File: src/rtl/serial_polyshift_r.sv
// Serial barrel-shift replacement: shifts one bit per cycle in four modes
// (logic, arithmetic, carry-extended, rotate) behind a start/ready, valid/ready pair.
module serial_polyshift_r #(
    parameter int word_width = 8
) (
    input  logic                          clk,
    input  logic                          reset,
    input  logic                          start,
    output logic                          ready,
    input  logic [word_width-1:0]         D_IN,
    input  logic [word_width-2:0]         C_IN,
    input  logic [$clog2(word_width)-1:0] shift_size,
    input  logic [1:0]                    shift_type,
    output logic [word_width-1:0]         D_OUT,
    output logic                          out_valid,
    input  logic                          out_ready,
    output logic                          busy
);

    localparam int SW = $clog2(word_width);

    localparam logic [1:0] T_LOGIC = 2'd0;
    localparam logic [1:0] T_ARITH = 2'd1;
    localparam logic [1:0] T_CARRY = 2'd2;
    localparam logic [1:0] T_ROT   = 2'd3;

    typedef enum logic [1:0] {
        S_IDLE,
        S_SHIFT,
        S_DONE
    } state_t;

    state_t                r_state;
    logic [word_width-1:0] r_d;
    logic [word_width-2:0] r_c;
    logic [SW-1:0]         r_cnt;
    logic [1:0]            r_type;
    logic [word_width-1:0] r_dout;
    logic                  r_out_valid;
    logic                  r_busy;
    logic                  r_ready;

    logic                  w_fill;
    logic [word_width-1:0] w_next;

    // Bit entering the MSB on each single-bit step.
    always_comb begin
        w_fill = 1'b0;
        unique case (r_type)
            T_LOGIC: w_fill = 1'b0;
            T_ARITH: w_fill = r_d[word_width-1];
            T_CARRY: w_fill = r_c[0];
            T_ROT:   w_fill = r_d[0];
        endcase
        w_next = {w_fill, r_d[word_width-1:1]};
    end

    always_ff @(posedge clk) begin
        if (reset) begin
            r_state     <= S_IDLE;
            r_d         <= '0;
            r_c         <= '0;
            r_cnt       <= '0;
            r_type      <= T_LOGIC;
            r_dout      <= '0;
            r_out_valid <= 1'b0;
            r_busy      <= 1'b0;
            r_ready     <= 1'b1;
        end else begin
            case (r_state)
                S_IDLE: begin
                    if (start) begin
                        r_d     <= D_IN;
                        r_c     <= C_IN;
                        r_cnt   <= shift_size;
                        r_type  <= shift_type;
                        r_ready <= 1'b0;
                        r_busy  <= 1'b1;
                        if (shift_size == '0) begin
                            r_dout      <= D_IN;
                            r_out_valid <= 1'b1;
                            r_state     <= S_DONE;
                        end else begin
                            r_state <= S_SHIFT;
                        end
                    end
                end
                S_SHIFT: begin
                    r_d   <= w_next;
                    r_c   <= r_c >> 1;
                    r_cnt <= r_cnt - 1'b1;
                    // Last step: publish the result on the same edge.
                    if (r_cnt == SW'(1)) begin
                        r_dout      <= w_next;
                        r_out_valid <= 1'b1;
                        r_state     <= S_DONE;
                    end
                end
                S_DONE: begin
                    if (out_ready) begin
                        r_out_valid <= 1'b0;
                        r_busy      <= 1'b0;
                        r_ready     <= 1'b1;
                        r_state     <= S_IDLE;
                    end
                end
                default: begin
                    r_out_valid <= 1'b0;
                    r_busy      <= 1'b0;
                    r_ready     <= 1'b1;
                    r_state     <= S_IDLE;
                end
            endcase
        end
    end

    assign ready     = r_ready;
    assign busy      = r_busy;
    assign out_valid = r_out_valid;
    assign D_OUT     = r_dout;

endmodule

File: config.mk
export PLATFORM = sky130hd
export DESIGN_NAME = serial_polyshift_r
export DESIGN_NICKNAME = d
export VERILOG_FILES = /design/src/rtl/serial_polyshift_r.sv
export SDC_FILE = /design/constraint.sdc
export NUM_CORES = 1
export LEC_CHECK = 0
export BUFFER_PORTS_ARGS = -buffer_cell sky130_fd_sc_hd__buf_2
export CAP_MARGIN = 20
export CELL_PAD_IN_SITES_DETAIL_PLACEMENT = 1
export CELL_PAD_IN_SITES_GLOBAL_PLACEMENT = 1
export CORE_MARGIN = 1.5
export CORE_UTILIZATION = 41
export DETAILED_ROUTE_END_ITERATION = 10
export HOLD_SLACK_MARGIN = 0.05
export PLACE_DENSITY_LB_ADDON = 0.1
export SETUP_SLACK_MARGIN = 0.1
export SYNTH_ARGS = -nofsm -noshare
export SYNTH_HDL_FRONTEND = slang
export SYNTH_SLANG_ARGS = --single-unit
File: constraint.sdc
create_clock -name clk -period 2.3 [get_ports clk]
set_input_delay 0.23 -clock clk [delete_from_list [all_inputs] [get_ports clk]]
set_output_delay 0.23 -clock clk [all_outputs]
set_load 0.05 [all_outputs]
# Word level (Yosys, flattened, before mapping)

Index checks and enable logic that the tools add are counted.

Bits in registers: 33
Bits of input ports: 24
Output and inout bits: 11
Logic and storage cells: 57

Add/sub/neg operators: 1
Equality and inequality tests: 10
Multiplexer cells: 26
Bitwise gates (word level): 1
Reductions and logical operators: 10

Operators by type and width:

| operator                                                              | number |
|---|---|
| 8-bit 2-to-1 mux                                                      | 4 |
| 8-bit case mux with 2 select lines                                    | 2 |
| 7-bit case mux with 2 select lines                                    | 1 |
| 1-bit case mux with 3 select lines                                    | 3 |
| 2-bit 2-to-1 mux                                                      | 4 |
| 2-bit inequality test, second input constant                          | 4 |
| 4-bit AND reduction                                                   | 2 |
| 1-bit 2-to-1 mux                                                      | 7 |
| 7-bit 2-to-1 mux                                                      | 1 |
| 2-bit equality test, second input constant                            | 3 |
| 2-bit case mux with 3 select lines                                    | 1 |
| 3-bit case mux with 2 select lines                                    | 1 |
| 3-bit AND reduction                                                   | 2 |
| 2-bit by 1-bit equality test with 1-bit output, second input constant | 2 |
| 2-bit zero test                                                       | 2 |
| 1-bit case mux with 4 select lines                                    | 1 |
| 2-bit AND reduction                                                   | 2 |
| 3-bit by 1-bit equality test with 1-bit output, second input constant | 1 |
| 3-bit zero test                                                       | 1 |
| 3-bit 2-to-1 mux                                                      | 1 |
| 3-bit by 1-bit subtractor with 3-bit output, second input constant    | 1 |
| 2-bit nonzero test                                                    | 1 |
| 1-bit inverter                                                        | 1 |

# Logic depth before layout (Yosys ltp)

Gate-level depths: netlist of run 1.

Word-level depth: 4
Depth in mapped cells: 7
Mapped depth without buffers: 6

# Worst setup path before layout of run 1

OpenSTA, ideal clock, no wires.

Kind: flip-flop to flip-flop
From: reg r_type[0]
To: reg r_dout[7], in the netlist D_OUT[7]
Setup time: 0.121 ns
Data arrival time: 1.261 ns
Data required time: 2.179 ns
Slack: 0.918 ns
Stages on the path, launching flop included: 5
Path buffers: 0
Clock period less this slack: 1.382 ns
Cell sequence: dfxtp_1 -> mux2_4 -> a221oi_2 -> nor3_1 -> mux2_2

Longest elaborated chain between the ends: 4
Elaborated cells on any way between the ends: 7
Classes of those cells: eq/ne (3); mux (3); reduce/logical (1)

RTL lines:

| what                                              | line | source |
|---|---|---|
| start: declaration                                | 37   | `logic [1:0] r_type;` |
| start signal: assignment                          | 76   | `r_type <= shift_type;` |
| 2-bit equality test, or another cell as far along | 49   | `unique case (r_type)` |
| 1-bit case mux with 4 select lines (*)            | 49   |  |
| 8-bit 2-to-1 mux (*)                              | 93   | `if (r_cnt == SW'(1)) begin` |
| 8-bit case mux with 2 select lines (*)            | 70   | `case (r_state)` |
| end signal: assignment                            | 94   | `r_dout <= w_next;` |
| end: declaration                                  | 38   | `logic [word_width-1:0] r_dout;` |

Every way passes the cells marked *; elsewhere a longest branch is shown, timed or not. The select of a mux whose other input is x is not followed.
A chain may end at the register's enable or synchronous reset.

# Final worst setup path of run 1

From: reg r_state[1]
To: reg r_c[1]

Longest elaborated chain between the ends: 3
Elaborated cells on any way between the ends: 6
Classes of those cells: eq/ne (2); mux (1); reduce/logical (3)

RTL lines:

| what                                                                              | line | source |
|---|---|---|
| start: declaration                                                                | 33   | `state_t r_state;` |
| start signal: assignment                                                          | 60   | `r_state <= S_IDLE;` |
| start signal: assignment                                                          | 82   | `r_state <= S_DONE;` |
| start signal: assignment                                                          | 84   | `r_state <= S_SHIFT;` |
| 2-bit by 1-bit equality test with 1-bit output or 2-bit zero test (tied branches) | 70   |  |
| 2-bit nonzero test (no line) or 2-bit inequality test (tied branches)             | n/a  |  |
| 2-bit AND reduction (no line)                                                     | n/a  |  |
| end signal: assignment                                                            | 90   | `r_c <= r_c >> 1;` |
| end: declaration                                                                  | 35   | `logic [word_width-2:0] r_c;` |

Parallel ways exist; a longest one is shown, timed or not.

==> out/qor.json, run 1 <==
{
  "synth": {
    "synth-main-ff-cell": "dfxtp_1",
    "synth_top_family_by_area": "simple AND/OR/NAND/NOR gates",
    "yosys.area.top_type": "dfxtp_1",
    "synthMuxAreaShare": 0.0172,
    "post_synth_most_frequent_cells": "36 x nand2_1, 33 x dfxtp_1, 32 x nor2_1, 14 x a311oi_1, 9 x a21oi_1",
    "synth_compound_gate_area_share": 0.214,
    "post_synth_main_area_contributors": "dfxtp_1 43%, nand2_1 8.8%, a311oi_1 8.0%",
    "synth.cell_area_sq_um": 1530,
    "synth-seq-area-share": 0.432,
    "async_reset_ff_frac": 0,
    "post_synth.cell_area_avg_sq_um": 8.36,
    "post-synth-top-count-cell": "nand2_1",
    "syn-num-nets": 209,
    "synth.distinct_cells": 34,
    "synth_fa_ha_area_frac": 0.0164,
    "yosys.area_share.xor_xnor": 0,
    "synth_simple_gate_area_share": 0.265,
    "ys_ff_latch": 33,
    "synth_top_area_share": 0.432,
    "synth_edf_count": 0,
    "synthesis.yosys.warnings": 0,
    "synthCells": 183
  },
  "setup_path": {
    "critical-path-max-stage-delay_ps": 570,
    "worst_path_max_delay_cell": "dfxtp_1",
    "worst-path-max-fanout": 11,
    "critPathLaunchType": "flop",
    "path_class": "reg2reg",
    "worstPathCellList": "nand2b_1, or2_1, buf_4, nand2_1, a311oi_1",
    "cp.required_ps": 2480,
    "timing.reg2reg.setup_slack_ps": 500,
    "timing.critical_path.to_type": "flop",
    "capture_point_of_the_worst_reg_to_reg_path": "r_c[1]",
    "critical_path_arrival_ps": 1990,
    "critical_path.reg2reg.startpoint": "r_state[1]",
    "cpLargestDelayFamily": "simple AND/OR/NAND/NOR gates",
    "path_buf_inv": 1,
    "worstRegToRegCells": 5
  },
  "route": {
    "postRouteWirelength_um": 3940,
    "remaining_routing_drc_violations": 0,
    "drtAntennaViolNets": 0,
    "route.vias.total": 1428,
    "viasPerCell": 5.45,
    "drtIter0Drc": 26,
    "detail_route.wl_per_cell_um": 15.0,
    "firstDrtPassIters": 4
  },
  "power": {
    "leakagePower_nw": 0.765,
    "power_per_cell_area_nw_per_um2": 786,
    "worst_ir_drop_vdd_v": 0.000334
  },
  "place": {
    "dpl_cell_area_sq_um": 1710,
    "finalWeightedCongestion": 0.738,
    "numPortBuffers": 34,
    "dp_hpwl_um": 2780,
    "dp.cells": 254
  },
  "outcome": {
    "status": "finished clean"
  },
  "die": {
    "ioPinCount": 35,
    "chipHeight_um": 64.1,
    "die_x_um": 64.1,
    "start_util": 0.421,
    "std_cell_rows": 22,
    "floorplan.die_area_sq_um": 4110,
    "placeableCoreArea_sq_um": 3630
  },
  "sta": {
    "worst_slew_pin_slew_ps": 614,
    "grt_setup_unrepaired": "no",
    "finalSetupTns_ps": 0,
    "final.min_clock_period_ps": 1800,
    "report.final.slew_viol_count": 0,
    "max_slew_margin": 0.591,
    "timing.hold.ws_ps": 191,
    "final.setup_skew_ps": 3.75,
    "hold_viol": 0,
    "period_share": 0.784,
    "final-setup-viol-count": 0,
    "max_freq_ghz": 0.554
  },
  "clock_network": {
    "cts.repair.resized": 0,
    "tritoncts_clock_tree": "built",
    "cts.sink_count": 33,
    "cts-hold-fix-buffers": 0,
    "ctsLongestPathBuffers": 2,
    "cts-htree-levels": 2,
    "clock-root-buffer": "clkbuf_8",
    "clk_latency_ps": 280,
    "post-cts-setup-buffer-count": 0,
    "reg_clk_slew_reported_paths_ps": 70,
    "numCtsBuffers": 5
  },
  "hold_path": {
    "hold_path_startpoint": "C_IN[6]",
    "hold_path.class": "in2reg",
    "worstHoldEndpoint": "r_c[6]",
    "depth_of_the_worst_hold_timing_path": 3
  },
  "global_routing": {
    "grt_pass1_wl_um": 6920,
    "globalRouteTotalUtil": 0.214,
    "grt_max_degree": 35,
    "global_route.overflow_total": 0,
    "antenna_found_initial": 0,
    "via_count_of_the_first_global_routing_pass": 1449
  },
  "layout": {
    "area_growth_pct": 17.1,
    "stdcell_area_sq_um": 1790,
    "insertedDiodeCount": 0,
    "layout.nets": 239,
    "finalNonFillerCells": 262,
    "layout-drive-gt1-share": 0.257
  },
  "flow_run": {
    "drv_cap": 0
  }
}
[cells by family after synthesis]
logic type               after synthesis
AND/OR/NAND/NOR                       89
AO/OA/AOI/OAI                         40
flip-flops                            33
buffers and inverters                 17
multiplexers                           2
adder cells (fa/ha/maj)                2
[worst register-to-register path, stage by stage, from the launching register on]
cell	delay [ps]
dfxtp_1	570
nand2b_1	210
or2_1	340
buf_4	250
nand2_1	60
a311oi_1	270
[state kept, by name (all words and copies together) (netlist names)]
| name | count |
|---|---|
| D_OUT | 8 |
| busy | 1 |
| out_valid | 1 |
| r_c | 7 |
| r_cnt | 3 |
| r_d | 8 |
| r_state | 2 |
| r_type | 2 |
| ready | 1 |
[report_power, final]
group / internal [W] / switching, W
Sequential: 0.000632 / 0.0000490
Combinational: 0.000115 / 0.000191
Clock: 0.000210 / 0.000211
[cells in the final DEF, fill, tap and decap left out, types with 2 or more instances in the layout]
cell	n
nor3_1	4
nand2_1	36
dfxtp_1	33
clkinv_2	2
nor2_1	32
nand2b_1	5
nor2b_1	2
nand3_1	2
inv_1	3
a211oi_1	3
clkbuf_8	5
ha_1	2
o221a_1	2
buf_4	3
buf_2	34
a311oi_1	14
a21oi_1	9
o221a_2	5
[metal layers]
layer | part of all wire | GRT usage | wire [um] | vias up
met5 | 0 | 0 | 0 | -
met3 | 0.043 | 0.0546 | 171 | 6
met4 | 0.012 | 0.0559 | 46 | 0
met1 | 0.43 | 0.267 | 1710 | 692
li1 | - | - | - | 702
met2 | 0.51 | 0.368 | 2010 | 28
[area by class of cell]
cell class | count | area, sq um
inverters | 3 | 11.3
well taps | 48 | 60.1
repair buffers | 37 | 193
flip-flops and latches | 33 | 661
clock buffers | 6 | 72.6
multi-input cells | 133 | 785
fillers | 476 | 1840
clock inverters | 2 | 10.0
[how the worst max path moves through the flow]
| stage | slack, ps | to | depth (start not counted) | startpoint |
|---|---|---|---|---|
| floorplan | 920 | D_OUT[7] | 4 | r_type[0] |
| global placement | 590 | D_OUT[7] | 4 | r_state[0] |
| detailed placement | 510 | r_c[1] | 5 | r_state[1] |
| CTS | 480 | r_c[1] | 5 | r_state[1] |
| global route | 350 | r_c[3] | 5 | r_state[1] |
| finish | 500 | r_c[1] | 5 | r_state[1] |
[through the flow]
| stage | setup WS, ps | utilization | power, W |
|---|---|---|---|
| detailed placement | 509 | 0.470 | 0.00100 |
| CTS | 481 | 0.493 | 0.00142 |
| finish | 496 | 0.493 | 0.00141 |
| global placement | 591 | 0.470 | 0.000986 |
| global route | 345 | 0.493 | 0.00148 |
| floorplan | 918 | - | 0.000917 |
Note: power is estimated with default switching activity, not from simulation.
==> run 2: changes to the inputs <==
- CORE_UTILIZATION: 41 -> 39
- clock period: 2.3 -> 1.85 ns (I/O delays scaled with it)
==> run 2 against run 1 <==
Via count down 0.70%. Sequential cell count unchanged. Global-route usage down 1.2 points. Count of clock-buffer cells in the layout up 2. Clock skew about the same. Routed wire length down 3.0%. Power up 24%. Combinational power up 27%. Hold slack worse by 38 ps. Final cell count up 1.5%. Largest cell class unchanged.
==> out/qor.json, run 2 (synthesis gave the netlist of run 1 again) <==
{
  "outcome": {
    "status": {"value": "finished clean", "change": "unchanged"}
  },
  "setup_path": {
    "timing.critical_path.to_type": {"value": "flop", "change": "unchanged"},
    "worst_path_max_delay_cell": {"value": "dfxtp_1", "change": "unchanged"},
    "worst-path-max-fanout": {"value": 14, "change": "was 11"},
    "path_buf_inv": {"value": 0, "change": "was 1"},
    "cp.required": {"value": 2020, "unit": "ps", "change": "was 2480 ps"},
    "path_class": {"value": "reg2reg", "change": "unchanged"},
    "critical-path-max-stage-delay": {"value": 450, "unit": "ps", "change": "was 570 ps"},
    "critPathLaunchType": {"value": "flop", "change": "unchanged"},
    "critical_path_arrival": {"value": 1760, "unit": "ps", "change": "was 1990 ps"},
    "cpLargestDelayFamily": {"value": "simple AND/OR/NAND/NOR gates", "change": "unchanged"},
    "worstPathCellList": {"value": "nor3b_4, nand2_1, o221a_2", "change": "was nand2b_1, or2_1, buf_4, nand2_1, a311oi_1"}
  },
  "clock_network": {
    "tritoncts_clock_tree": {"value": "built", "change": "unchanged"},
    "post-cts-setup-buffer-count": {"value": 0, "change": "unchanged"},
    "cts-htree-levels": {"value": 2, "change": "unchanged"},
    "cts.sink_count": {"value": 33, "change": "unchanged"},
    "ctsLongestPathBuffers": {"value": 2, "change": "unchanged"},
    "reg_clk_slew_reported_paths": {"value": 60, "unit": "ps", "change": "was 70 ps"},
    "cts.repair.resized": {"value": 0, "change": "unchanged"},
    "clk_latency": {"value": 280, "unit": "ps", "change": "about the same"},
    "clock-root-buffer": {"value": "clkbuf_8", "change": "unchanged"},
    "cts-hold-fix-buffers": {"value": 0, "change": "unchanged"},
    "numCtsBuffers": {"value": 5, "change": "unchanged"}
  },
  "layout": {
    "stdcell_area": {"value": 1820, "unit": "sq um", "change": "was 1790 sq um"},
    "layout_commonest_cell": {"value": "nand2_1", "change": "unchanged"},
    "most-common-layout-cells": {"value": "36 x nand2_1, 34 x buf_2, 33 x dfxtp_1", "change": "unchanged"},
    "finalNonFillerCells": {"value": 266, "change": "was 262"},
    "area_growth": {"value": 18.9, "unit": "%", "change": "was 17.1%"},
    "insertedDiodeCount": {"value": 0, "change": "unchanged"},
    "final_core_util": {"value": 0.490, "change": "was 0.493"},
    "layout-drive-gt1-share": {"value": 0.261, "change": "was 0.257"},
    "layout.nets": {"value": 243, "change": "was 239"}
  },
  "sta": {
    "worst_slew_pin_slew": {"value": 476, "unit": "ps", "change": "was 614 ps"},
    "report.final.slew_viol_count": {"value": 0, "change": "unchanged"},
    "final.min_clock_period": {"value": 1590, "unit": "ps", "change": "was 1800 ps"},
    "finalSetupTns": {"value": 0, "unit": "ps", "change": "unchanged"},
    "final.setup_skew": {"value": 3.30, "unit": "ps", "change": "was 3.75 ps"},
    "period_share": {"value": 0.860, "change": "was 0.784"},
    "max_freq": {"value": 0.628, "unit": "GHz", "change": "was 0.554 GHz"},
    "worst_slack": {"value": 259, "unit": "ps", "change": "was 496 ps"},
    "final-setup-viol-count": {"value": 0, "change": "unchanged"},
    "grt_setup_unrepaired": {"value": "no", "change": "unchanged"},
    "max_slew_margin": {"value": 0.683, "change": "was 0.591"},
    "hold_viol": {"value": 0, "change": "unchanged"}
  },
  "route": {
    "route.vias.total": {"value": 1418, "change": "was 1428"},
    "postRouteWirelength": {"value": 3820, "unit": "um", "change": "was 3940 um"},
    "met1_length": {"value": 1740, "unit": "um", "change": "was 1710 um"},
    "viasPerCell": {"value": 5.33, "change": "was 5.45"},
    "detailroute.wirelength.met3": {"value": 147, "unit": "um", "change": "was 171 um"},
    "firstDrtPassIters": {"value": 4, "change": "unchanged"},
    "top_layer": {"value": "met4", "change": "unchanged"},
    "remaining_routing_drc_violations": {"value": 0, "change": "unchanged"},
    "detail_route.wl_per_cell": {"value": 14.4, "unit": "um", "change": "was 15.0 um"},
    "detail_route_met2_wl": {"value": 1870, "unit": "um", "change": "was 2010 um"},
    "drtAntennaViolNets": {"value": 0, "change": "unchanged"},
    "drtIter0Drc": {"value": 42, "change": "was 26"}
  },
  "global_routing": {
    "grt_max_degree": {"value": 27, "change": "was 35"},
    "antenna_found_initial": {"value": 0, "change": "unchanged"},
    "globalRouteTotalUtil": {"value": 0.202, "change": "was 0.214"},
    "via_count_of_the_first_global_routing_pass": {"value": 1436, "change": "was 1449"},
    "global_route.overflow_total": {"value": 0, "change": "unchanged"},
    "grt_pass1_wl": {"value": 6590, "unit": "um", "change": "was 6920 um"}
  },
  "die": {
    "placeableCoreArea": {"value": 3720, "unit": "sq um", "change": "was 3630 sq um"},
    "std_cell_rows": {"value": 22, "change": "unchanged"},
    "start_util": {"value": 0.412, "change": "was 0.421"},
    "chipHeight": {"value": 65.6, "unit": "um", "change": "was 64.1 um"},
    "die_x": {"value": 65.6, "unit": "um", "change": "was 64.1 um"},
    "floorplan.die_area": {"value": 4310, "unit": "sq um", "change": "was 4110 sq um"},
    "ioPinCount": {"value": 35, "change": "unchanged"}
  },
  "flow_run": {
    "drv_cap": {"value": 0, "change": "unchanged"}
  },
  "power": {
    "worst_ir_drop_vdd": {"value": 0.000546, "unit": "V", "change": "was 0.000334 V"},
    "leakagePower": {"value": 0.778, "unit": "nW", "change": "was 0.765 nW"},
    "power_per_cell_area": {"value": 961, "unit": "nW/um^2", "change": "was 786 nW/um^2"}
  },
  "place": {
    "detailedPlace.worstSlack": {"value": 231, "unit": "ps", "change": "was 509 ps"},
    "finalWeightedCongestion": {"value": 0.773, "change": "was 0.738"},
    "dpl_cell_area": {"value": 1740, "unit": "sq um", "change": "was 1710 sq um"},
    "numPortBuffers": {"value": 34, "change": "unchanged"},
    "dp.cells": {"value": 258, "change": "was 254"},
    "dp_hpwl": {"value": 2840, "unit": "um", "change": "was 2780 um"}
  },
  "hold_path": {
    "hold_path.class": {"value": "in2reg", "change": "unchanged"}
  }
}
==> run 2: cell count changes in the layout (fill, tap and decap cells not counted), sizes merged <==
cell    delta
clkbuf     +2
buf        +4
clkinv     -2
==> run 2: power by group <==
group / leakage [nW] / internal (W) / switching [W]
registers: 0.272 / 0.000786 / 0.0000601
clock network: 0.0395 / 0.000267 / 0.000245
logic: 0.467 / 0.000153 / 0.000237
total: 0.778 / 0.00121 / 0.000543
==> run 2: layout make-up <==
type / instances / area, sq um
multi-input cells: 133 / 785
clock buffers: 8 / 80.1
well taps: 48 / 60.1
flip-flops and latches: 33 / 661
repair buffers: 41 / 223
inverters: 3 / 11.3
fillers: 461 / 1900
==> run 2: final timing paths <==
path | start | end | slack (ps) | cells past startpoint
worst max register to register | r_state[0] | D_OUT[6] | 260 | 3
worst min-delay path | shift_type[0] | r_type[0] | 150 | 3
worst max-delay path | r_state[0] | D_OUT[6] | 260 | 3
worst min register to register | out_valid | out_valid | 470 | 2
==> run 2: worst reg2reg max path: stages, from the launching register on <==
cell and delay (ps):
dfxtp_1 450, nor3b_4 430, nand2_1 290, o221a_2 320
==> run 2: stage by stage <==
step                hold slack, ps  power [W]
detailed placement             450    0.00126
global route                   164    0.00186
floorplan                      321    0.00114
global placement               440    0.00124
finish                         153    0.00175
CTS                            150    0.00177
==> run 2: routing by layer <==
layer	vias to the layer above	track usage
met5	-	0
li1	710	-
met4	0	0.0859
met3	5	0.0531
met2	22	0.348
met1	681	0.235
